## src/rtl/omem_write_sched.sv

```systemverilog
// omem_write_sched: collects the four 64-bit row results of a tile. Each
// row is written once into the output memory at address {tile_base, row},
// and the tile ends with a one-cycle Tile_Done pulse.
// Build option: define OSCHED_ROUND_ROBIN_EN for round-robin row
// arbitration with a pointer that persists across tiles. When it is left
// undefined, arbitration is fixed priority with row 0 highest.
module omem_write_sched #(
    parameter int BASE_W = 8
) (
    input  logic              CLK,
    input  logic              RST,
    input  logic              TILE_START,
    input  logic [BASE_W-1:0] TILE_BASE,
    input  logic [3:0]        ROW_VALID,
    input  logic [255:0]      ROW_DATA,
    output logic [3:0]        ROW_ACK,
    input  logic              OMEM_Ready,
    output logic              OMEM_Write,
    output logic [BASE_W+1:0] OMEM_Addr,
    output logic [63:0]       OMEM_Data,
    output logic              Tile_Done,
    output logic              Busy,
    output logic              ERR
);

    typedef enum logic [1:0] {
        IDLE  = 2'd0,
        ARB   = 2'd1,
        WRITE = 2'd2,
        DONE  = 2'd3
    } state_t;

    state_t            state;
    logic [BASE_W-1:0] base;
    logic [3:0]        served;
    logic [1:0]        grant;
`ifdef OSCHED_ROUND_ROBIN_EN
    logic [1:0]        rr_ptr;
`endif

    logic [3:0]        eligible;
    logic              pick_valid;
    logic [1:0]        pick;
    logic [3:0]        served_next;

    // Select the next unserved requesting row and precompute the served mask after the current write.
    // NOTE: every signal driven here gets a default value first, so no path can leave it unassigned and infer a latch.
    always_comb begin
        eligible    = ROW_VALID & ~served;
        pick_valid  = |eligible;
        pick        = 2'd0;
`ifdef OSCHED_ROUND_ROBIN_EN
        // Scan from the farthest offset down to the nearest one, so the row closest to the pointer wins.
        for (int k = 3; k >= 0; k--) begin
            if (eligible[rr_ptr + 2'(k)]) pick = rr_ptr + 2'(k);
        end
`else
        // Scan from the highest row index down, so the lowest index wins.
        for (int k = 3; k >= 0; k--) begin
            if (eligible[2'(k)]) pick = 2'(k);
        end
`endif
        served_next = served | (4'b0001 << grant);
    end

    // Tile sequencing FSM; all outputs are registered.
    // NOTE: state is updated only with non-blocking assignments, so every register samples pre-edge values.
    always_ff @(posedge CLK) begin
        if (RST) begin
            // NOTE: the address and data registers are cleared as well, because the outputs must read zero after reset.
            state      <= IDLE;
            base       <= '0;
            served     <= '0;
            grant      <= '0;
`ifdef OSCHED_ROUND_ROBIN_EN
            rr_ptr     <= '0;
`endif
            ROW_ACK    <= '0;
            OMEM_Write <= 1'b0;
            OMEM_Addr  <= '0;
            OMEM_Data  <= '0;
            Tile_Done  <= 1'b0;
            Busy       <= 1'b0;
            ERR        <= 1'b0;
        end else begin
            ROW_ACK   <= '0;
            Tile_Done <= 1'b0;

            // A start request that arrives mid-tile is dropped and recorded as an error.
            if (TILE_START && state != IDLE) ERR <= 1'b1;

            case (state)
                IDLE: begin
                    if (TILE_START) begin
                        base   <= TILE_BASE;
                        served <= '0;
                        Busy   <= 1'b1;
                        state  <= ARB;
                    end
                end
                ARB: begin
                    if (pick_valid) begin
                        grant      <= pick;
                        OMEM_Addr  <= {base, pick};
                        OMEM_Data  <= ROW_DATA[{pick, 6'd0} +: 64];
                        OMEM_Write <= 1'b1;
                        ROW_ACK    <= 4'b0001 << pick;
`ifdef OSCHED_ROUND_ROBIN_EN
                        rr_ptr     <= pick + 2'd1;
`endif
                        state      <= WRITE;
                    end
                end
                WRITE: begin
                    // Address and data stay frozen until the memory accepts the write.
                    if (OMEM_Ready) begin
                        served     <= served_next;
                        OMEM_Write <= 1'b0;
                        if (served_next == 4'b1111) begin
                            Tile_Done <= 1'b1;
                            state     <= DONE;
                        end else begin
                            state     <= ARB;
                        end
                    end
                end
                DONE: begin
                    Busy  <= 1'b0;
                    state <= IDLE;
                end
                default: state <= IDLE;
            endcase
        end
    end

endmodule

```

## config.mk

```make
export PLATFORM = sky130hd
export DESIGN_NAME = omem_write_sched
export DESIGN_NICKNAME = d
export VERILOG_FILES = /design/src/rtl/omem_write_sched.sv
export SDC_FILE = /design/constraint.sdc
export NUM_CORES = 1
export LEC_CHECK = 0
export ABC_AREA = 1
export CAP_MARGIN = 20
export CORE_AREA = 2 2 139 141
export CTS_BUF_LIST = sky130_fd_sc_hd__clkbuf_4 sky130_fd_sc_hd__clkbuf_8
export DETAILED_ROUTE_END_ITERATION = 12
export DIE_AREA = 0 0 141 143
export PLACE_DENSITY_LB_ADDON = 0.08
export SLEW_MARGIN = 20
export SYNTH_ARGS = -nofsm -noshare
export SYNTH_HDL_FRONTEND = slang
export SYNTH_SLANG_ARGS = --single-unit
```

## constraint.sdc

```tcl
create_clock -name CLK -period 1.55 [get_ports CLK]
set_input_delay 0.2325 -clock CLK [delete_from_list [all_inputs] [get_ports CLK]]
set_output_delay 0.2325 -clock CLK [all_outputs]
set_load 0.02 [all_outputs]
```

==> results_dict.tcl, run 1 <==
set metrics [dict create \
    rsz0062_at_grt "no" \
    synth_seq_cells 90 \
    crit_arrival_ns 1.15 \
    mostFrequentLayoutCells "nand2_1 (211), clkdlybuf4s50_1 (142), nand3_1 (138), dfxtp_1 (90), dlygate4sd2_1 (78)" \
    drive_gt1_share_pct 5.88 \
    grt_max_degree 48 \
    critPathCaptureType "output pin" \
    crit_fanout 4 \
    leakagePower_nw 3.46 \
    grt_usage_pct 15.6 \
    fin_tns_setup_ns 0 \
    ys_seq_area_share_pct 41.1 \
    path_cells "dlygate4sd2_1" \
    power_frac_seq_pct 44.1 \
    p_switching_mw 1.99 \
    diodes 0 \
    grt-ovfl-total 0 \
    globalplace.congestion 0.765 \
    viasPerCell 4.68 \
    cp_top_family "flip-flops" \
    drc 0 \
    firstDrtPassIters 6 \
    p_comb_share_pct 30.0 \
    initial_core_util_pct 23.6 \
    hold_path_class "input port to flop" \
    port_buffers 221 \
    syn_area_per_cell_sq_um 6.89 \
    start_kind "flop" \
    fin_crit_ns 1.39 \
    fmax_mhz 721 \
    syn_inst 636 \
    cts_buffers 9 \
    die_w_um 141 \
    final_common_cell "nand2_1" \
    num_vias 4994 \
    drtIter0Drc 189 \
    place_hpwl_mm 11.6 \
    antenna_found_initial 0 \
    dieArea_sq_um 20200 \
    slowest_delay_ns 0.42 \
    finalInstanceArea_sq_um 6850 \
    fp.dieH_um 143 \
    htree_levels 3 \
    wl_per_cell_um 15.2 \
    cts.path.max_buffers 2 \
    ios 354 \
    drv_cap 0 \
    clock_power_share_pct 25.9 \
    clock-root-buffer "clkbuf_8" \
    path_clk_slew_ns 0.10 \
    rows 50 \
    p_int_mw 3.94 \
    place_area_sq_um 6770 \
    ys_types 17 \
    grt_pass1_vias 4692 \
    regToRegSetupSlack_ns 0.23 \
    power.total_mw 5.92 \
    cp.required_ns 1.32 \
    dp.cells 1052 \
    critPathSlowestCell "dfxtp_1" \
    p_sw_share_pct 33.5 \
    synth_top_area_share_pct 41.1 \
    setup_viol 0 \
    route.antenna.remaining_nets 0 \
    layout.nets 1101 \
    synthTopCellsByArea "dfxtp_1 (41%), nand2_1 (18%), nand3_1 (16%), nand4_1 (11%), buf_2 (4.6%)" \
    core-area_sq_um 18600 \
    wirelength_mm 16.2 \
    powerDensity_nw_per_um2 864 \
    insertion_delay_ns 0.37 \
    synth.yosys.warnings 0 \
    path_class "flop to output pin" \
    clkSinkCount 90 \
    cp_num_buf_inv 1 \
    grt_first_pass_wirelength_mm 24.9 \
    syn_area_sq_um 4380 \
    final_cell_count_no_fill 1068 \
    area_growth_pct 56.5 \
    min_period_over_period_pct 89.4 \
    synth_top_cell_by_area "dfxtp_1" \
    status "completed" \
    vdd_ir_drop_max_v 0.000486 \
    finalHoldViolCount 0 \
    cts_tree "yes" \
    finClkSkew_ns 0.0151 \
    drv_slew 0 \
]
[power by group through the flow]
stage,registers (mW),clock network [mW],logic (mW)
2_1_floorplan,2.85,0,0.795
3_3_place_gp,2.66,0,1.91
3_5_place_dp,2.67,0,1.91
4_1_cts,2.61,1.62,1.80
5_1_grt,2.64,1.70,1.96
6_report,2.61,1.53,1.78
[metrics by stage]
step	setup slack (ns)	utilization [%]	hold slack (ns)
after global placement	-0.0879	36.4	0.454
after floorplan	0.467	-	0.302
after CTS	0.135	36.9	0.421
final	0.164	36.9	0.443
after global routing	0.0413	36.9	0.464
after detailed placement	-0.0835	36.4	0.453
[cell type report]
type / count / area, sq um
Sequential cell: 90 / 1800
Multi-Input combinational cell: 469 / 2160
Timing Repair Buffer: 246 / 2360
Clock inverter: 5 / 38.8
Fill cell: 1981 / 11700
Tap cell: 234 / 293
Clock buffer: 11 / 145
Inverter: 13 / 51.3
[tightest hold or removal path, delay by kind of cell]
family / cells / cell delay, ns
simple gates: 4 / 0.23
buf+inv: 2 / 0.31
[cell families (layout without fill, tap and decap cells)]
group	Yosys count	count (layout)	synth area share [%]
other cells	1	4	0.0856
buf+inv	80	275	10.1
compound gates	16	16	1.83
flops	90	90	41.1
simple gates	449	449	46.9
[state kept, by name, indices dropped and copies added, names as in the netlist]
signal	cells
Busy	1
ERR	1
OMEM_Addr	9
OMEM_Data	64
OMEM_Write	1
ROW_ACK	2
base	8
served	2
state	2
[worst paths after layout]
| path | startpoint | end | cells after the start |
|---|---|---|---|
| min | ROW_VALID[0] | OMEM_Data[27] | 6 |
| max reg2reg | served[0] | OMEM_Data[8] | 7 |
| min reg2reg | served[1] | served[1] | 2 |
| max | OMEM_Addr[0] | OMEM_Addr[0] | 1 |
[repair_timing]
action,CTS,global route
buffers inserted,0,0
hold buffers,0,0
setup endpoints to repair,78,0
gates resized for setup,78,0
[cells in the mapped netlist (all sizes together)]
| master | count |
|---|---|
| nor2 | 23 |
| clkbuf | 9 |
| a21oi | 6 |
| o21ai | 10 |
| nand2 | 213 |
| nand3 | 139 |
| dfxtp | 90 |
| conb | 1 |
| buf | 58 |
| nand4 | 74 |
| inv | 13 |
[per-layer routing]
layer  routed length (um)  GRT usage, %  up-vias  part of all wire (%)
li1                     -             -     2532                     -
met1                 7560          20.5     2261                    47
met2                 7100          24.5      187                    44
met3                 1350          5.33       14                   8.3
met4                  176          4.37        0                   1.1
met5                    0             0        -                     0
(Power assumes the default switching activity.)
==> run 2, diff against run 1 <==
--- a/config.mk
+++ b/config.mk
@@ -12,6 +12,7 @@
 export DETAILED_ROUTE_END_ITERATION = 12
 export DIE_AREA = 0 0 141 143
 export PLACE_DENSITY_LB_ADDON = 0.08
+export SKIP_CTS_REPAIR_TIMING = 1
 export SLEW_MARGIN = 20
 export SYNTH_ARGS = -nofsm -noshare
 export SYNTH_HDL_FRONTEND = slang
==> results_dict.tcl, run 2 (synthesis gave the netlist of run 1 again) <==
set metrics [dict create \
    globalplace.congestion 0.765 \
    fin_crit_ns 1.32 \
    fin_tns_setup_ns 0 \
    hold_path_class "input port to flop" \
    crit_fanout 37 \
    final_common_cell "nand2_1" \
    drtIter0Drc 183 \
    port_buffers 221 \
    place_area_sq_um 6770 \
    htree_levels 3 \
    crit_arrival_ns 1.64 \
    path_clk_slew_ns 0.10 \
    drc 0 \
    num_vias 5002 \
    route.antenna.remaining_nets 0 \
    min_period_over_period_pct 85.2 \
    whs_path_depth 6 \
    vdd_ir_drop_max_v 0.000489 \
    finClkSkew_ns 0.0151 \
    drv_slew 0 \
    grt_pass1_vias 4674 \
    wirelength_mm 16.3 \
    leakagePower_nw 4.48 \
    largest_reg_flops 64 \
    clock-root-buffer "clkbuf_8" \
    place_hpwl_mm 11.6 \
    clock_power_share_pct 25.6 \
    cp-endpoint "OMEM_Data[8]" \
    die_w_um 141 \
    grt_max_degree 48 \
    power_frac_seq_pct 43.4 \
    rr_worst_depth 7 \
    finalInstanceArea_sq_um 7150 \
    dp_slack_ns -0.0835 \
    finalHoldViolCount 0 \
    path_class "flop to flop" \
    p_switching_mw 1.99 \
    clkSinkCount 90 \
    firstDrtPassIters 4 \
    grt_usage_pct 15.6 \
    final_cell_count_no_fill 1068 \
    powerDensity_nw_per_um2 841 \
    drive_gt1_share_pct 5.88 \
    drv_cap 0 \
    mostFrequentLayoutCells "nand2_1 (211), clkdlybuf4s50_1 (142), nand3_1 (138), dfxtp_1 (90), dlymetal6s2s_1 (78)" \
    layout.nets 1101 \
    fmax_mhz 757 \
    grt_first_pass_wirelength_mm 24.9 \
    status "completed" \
    fp.dieH_um 143 \
    top_register "OMEM_Data" \
    setup_ws_ns 0.229 \
    cts.path.max_buffers 2 \
    whs_ns 0.439 \
    wl_per_cell_um 15.3 \
    viasPerCell 4.68 \
    setup_viol 0 \
    rsz0062_at_grt "no" \
    cp-startpoint "served[0]" \
    p_int_mw 4.02 \
    cts_tree "yes" \
    core-area_sq_um 18600 \
    insertion_delay_ns 0.37 \
    grt-ovfl-total 0 \
    cp.required_ns 1.87 \
    area_growth_pct 63.2 \
    start_kind "flop" \
    diodes 0 \
    rows 50 \
    p_sw_share_pct 33.2 \
    ios 354 \
    critPathCaptureType "flop" \
    cts_buffers 9 \
    regToRegSetupSlack_ns 0.23 \
    dp.cells 1052 \
    p_comb_share_pct 30.9 \
    rr_endpoint "OMEM_Data[8]" \
    dieArea_sq_um 20200 \
    r2r_start "served[0]" \
    antenna_found_initial 0 \
    initial_core_util_pct 23.6 \
    reg_top3 "OMEM_Data (64), OMEM_Addr (9), base (8)" \
]
-- run 2: cell types whose count changed in the layout (fill, tap and decap cells not counted) --
cell,delta
dlymetal6s2s_1,+78
dlygate4sd2_1,-78
-- run 2: per-stage QoR --
step	power, mW	utilization, %
floorplan	3.65	-
global placement	4.57	36.4
detailed placement	4.58	36.4
CTS	6.16	37.4
global route	6.38	38.5
finish	6.01	38.5
-- run 2: power by group through the flow --
stage	Sequential [mW]	Combinational (mW)	Clock, mW
floorplan	2.85	0.795	0
global placement	2.66	1.91	0
detailed placement	2.67	1.91	0
CTS	2.62	1.92	1.62
global route	2.64	2.04	1.70
finish	2.61	1.86	1.54
-- run 2: critical path, stage by stage, from the launching register on --
cell     delay (ns)
dfxtp_1        0.34
inv_2          0.05
nand2_2        0.09
buf_4          0.36
nand2_1        0.10
nand2_1        0.13
nand4_1        0.09
nand2_1        0.08
-- run 2: per-layer routing --
metal	wire [um]	share of wire, %	vias to the layer above	global-route usage [%]
li1	-	-	2530	-
met1	7620	47	2278	20.6
met2	7230	44	177	24.4
met3	1290	7.9	17	5.26
met4	183	1.1	0	4.16
met5	0	0	-	0
-- run 2: area by class of cell --
type                            count  area [sq um]
Fill cell                        1944         11400
Timing Repair Buffer              246          2650
Multi-Input combinational cell    469          2160
Sequential cell                    90          1800
Tap cell                          234           293
Clock buffer                       11           145
Inverter                           13          51.3
Clock inverter                      5          38.8
-- run 2: worst min-delay path by stage --
stage / from / to / slack (ns)
final: ROW_VALID[0] / OMEM_Data[27] / 0.44
after global routing: ROW_VALID[0] / OMEM_Data[22] / 0.46
after CTS: ROW_VALID[0] / OMEM_Data[27] / 0.42
after detailed placement: served[1] / served[1] / 0.45
after global placement: served[1] / served[1] / 0.45
after floorplan: RST / Busy / 0.30
==> run 3, diff against run 2 <==
--- a/config.mk
+++ b/config.mk
@@ -7,10 +7,10 @@
 export LEC_CHECK = 0
 export ABC_AREA = 1
 export CAP_MARGIN = 20
-export CORE_AREA = 2 2 139 141
+export CORE_AREA = 5 5 134 136
 export CTS_BUF_LIST = sky130_fd_sc_hd__clkbuf_4 sky130_fd_sc_hd__clkbuf_8
 export DETAILED_ROUTE_END_ITERATION = 12
-export DIE_AREA = 0 0 141 143
+export DIE_AREA = 0 0 139 141
 export PLACE_DENSITY_LB_ADDON = 0.08
 export SKIP_CTS_REPAIR_TIMING = 1
 export SLEW_MARGIN = 20
==> results_dict.tcl, run 3 (synthesis gave the netlist of run 1 again) <==
set metrics [dict create \
    status "completed" \
    mostFrequentLayoutCells "nand2_1 (211), clkdlybuf4s50_1 (142), nand3_1 (138), dfxtp_1 (90), dlymetal6s2s_1 (78)" \
    hold_path_class "flop to flop" \
    finClkSkew_ns 0.00659 \
    top_register "OMEM_Data" \
    diodes 0 \
    ios 354 \
    grt_max_degree 79 \
    drv_cap 0 \
    drv_slew 0 \
    slowest_delay_ns 0.38 \
    die_w_um 139 \
    fin_crit_ns 1.33 \
    wirelength_mm 16.6 \
    grt_usage_pct 16.4 \
    place_hpwl_mm 11.8 \
    antenna_found_initial 2 \
    largest_reg_flops 64 \
    leakagePower_nw 4.47 \
    cts_tree "yes" \
    critPathSlowestCell "buf_4" \
    initial_core_util_pct 26.0 \
    clock-root-buffer "clkbuf_8" \
    rsz0062_at_grt "no" \
    grt_first_pass_wirelength_mm 26.1 \
    fill_cells 1728 \
    final_common_cell "nand2_1" \
    globalplace.congestion 0.843 \
    num_vias 4973 \
    port_buffers 221 \
    critPathCaptureType "flop" \
    multiInputGateArea_sq_um 2160 \
    place_area_sq_um 6720 \
    htree_levels 3 \
    setup_viol 0 \
    cp_num_buf_inv 2 \
    reg_top3 "OMEM_Data (64), OMEM_Addr (9), base (8)" \
    min_period_over_period_pct 85.5 \
    viasPerCell 4.72 \
    seqCellArea_sq_um 1800 \
    finalInstanceArea_sq_um 7130 \
    cts.path.max_buffers 2 \
    dieArea_sq_um 19600 \
    area_growth_pct 62.8 \
    p_switching_mw 1.98 \
    wl_per_cell_um 15.8 \
    p_comb_share_pct 29.7 \
    finalHoldViolCount 0 \
    core-area_sq_um 16800 \
    cpMostUsedCell "nand2_1" \
    power_frac_seq_pct 41.7 \
    dp_slack_ns -0.101 \
    cp_top_family "simple AND/OR/NAND/NOR gates" \
    grt-ovfl-total 0 \
    p_sw_share_pct 31.7 \
    clkSinkCount 90 \
    insertion_delay_ns 0.37 \
    vdd_ir_drop_max_v 0.000440 \
    firstDrtPassIters 4 \
    start_kind "flop" \
    power.total_mw 6.25 \
    rows 48 \
    drive_gt1_share_pct 5.31 \
    crit_fanout 40 \
    path_class "flop to flop" \
    route.antenna.remaining_nets 0 \
    powerDensity_nw_per_um2 876 \
    cp.required_ns 1.87 \
    crit_arrival_ns 1.64 \
    grt_pass1_vias 4838 \
    p_int_mw 4.26 \
    fmax_mhz 754 \
    drc 0 \
    drtIter0Drc 235 \
    fp.dieH_um 141 \
    clock_power_share_pct 28.5 \
    path_clk_slew_ns 0.09 \
    setup_ws_ns 0.224 \
    cts_buffers 9 \
    path_cells "inv_2 -> nand2_2 -> buf_4 -> nand2_1 -> nand2_1 -> nand4_1 -> nand2_1" \
    layout.nets 1096 \
]
-- run 3: changes by cell type in the layout (fill, tap and decap cells not counted), sizes merged --
cell      before  now
clkinv         3    4
clkinvlp       1    0
buf           26   21
bufinv         0    2
clkbuf        11    9
-- run 3: final timing paths --
kind / startpoint / to / slack (ns) / cells past startpoint
worst max register to register: served[0] / OMEM_Data[7] / 0.22 / 7
worst min-delay path: OMEM_Data[5] / OMEM_Data[5] / 0.47 / 2
worst max-delay path: served[0] / OMEM_Data[7] / 0.22 / 7
worst min register to register: OMEM_Data[5] / OMEM_Data[5] / 0.47 / 2
-- run 3: layer usage --
layer  vias to the layer above  GRT usage [%]  routed length (um)
met1                      2229           21.7                7560
met3                        22           6.21                1540
met5                         -              0                  21
met4                         4           5.77                 264
li1                       2521              -                   -
met2                       197           24.6                7250
-- run 3: area by class of cell --
| class | instances | area share, % |
|---|---|---|
| clock buffers | 9 | 1.74 |
| well taps | 225 | 3.95 |
| inverters | 13 | 0.719 |
| multi-input cells | 469 | 30.4 |
| clock inverters | 7 | 1.30 |
| repair buffers | 241 | 36.7 |
| flip-flops and latches | 90 | 25.3 |
-- run 3: through the flow --
stage | hold WS [ns] | TNS, ns | std cells | util (%)
after floorplan | 0.302 | 0 | 639 | -
after global placement | 0.446 | -3.57 | 1038 | 40.0
after detailed placement | 0.455 | -4.42 | 1038 | 40.0
after CTS | 0.451 | -4.09 | 1054 | 41.2
after global routing | 0.485 | 0 | 1054 | 42.4
final | 0.469 | 0 | 1054 | 42.4
-- run 3: power groups by stage --
stage | sequential [mW] | combinational (mW) | clock, mW
after detailed placement | 2.67 | 1.91 | 0
after global placement | 2.66 | 1.90 | 0
final | 2.61 | 1.86 | 1.78
after CTS | 2.62 | 1.92 | 1.88
after global routing | 2.63 | 2.03 | 1.96
after floorplan | 2.85 | 0.795 | 0
-- run 3: worst min-delay path, cell delays in order, from the launching register on --
cell and delay, ns:
dfxtp_1 0.32, nand3_1 0.07, nand2_1 0.05
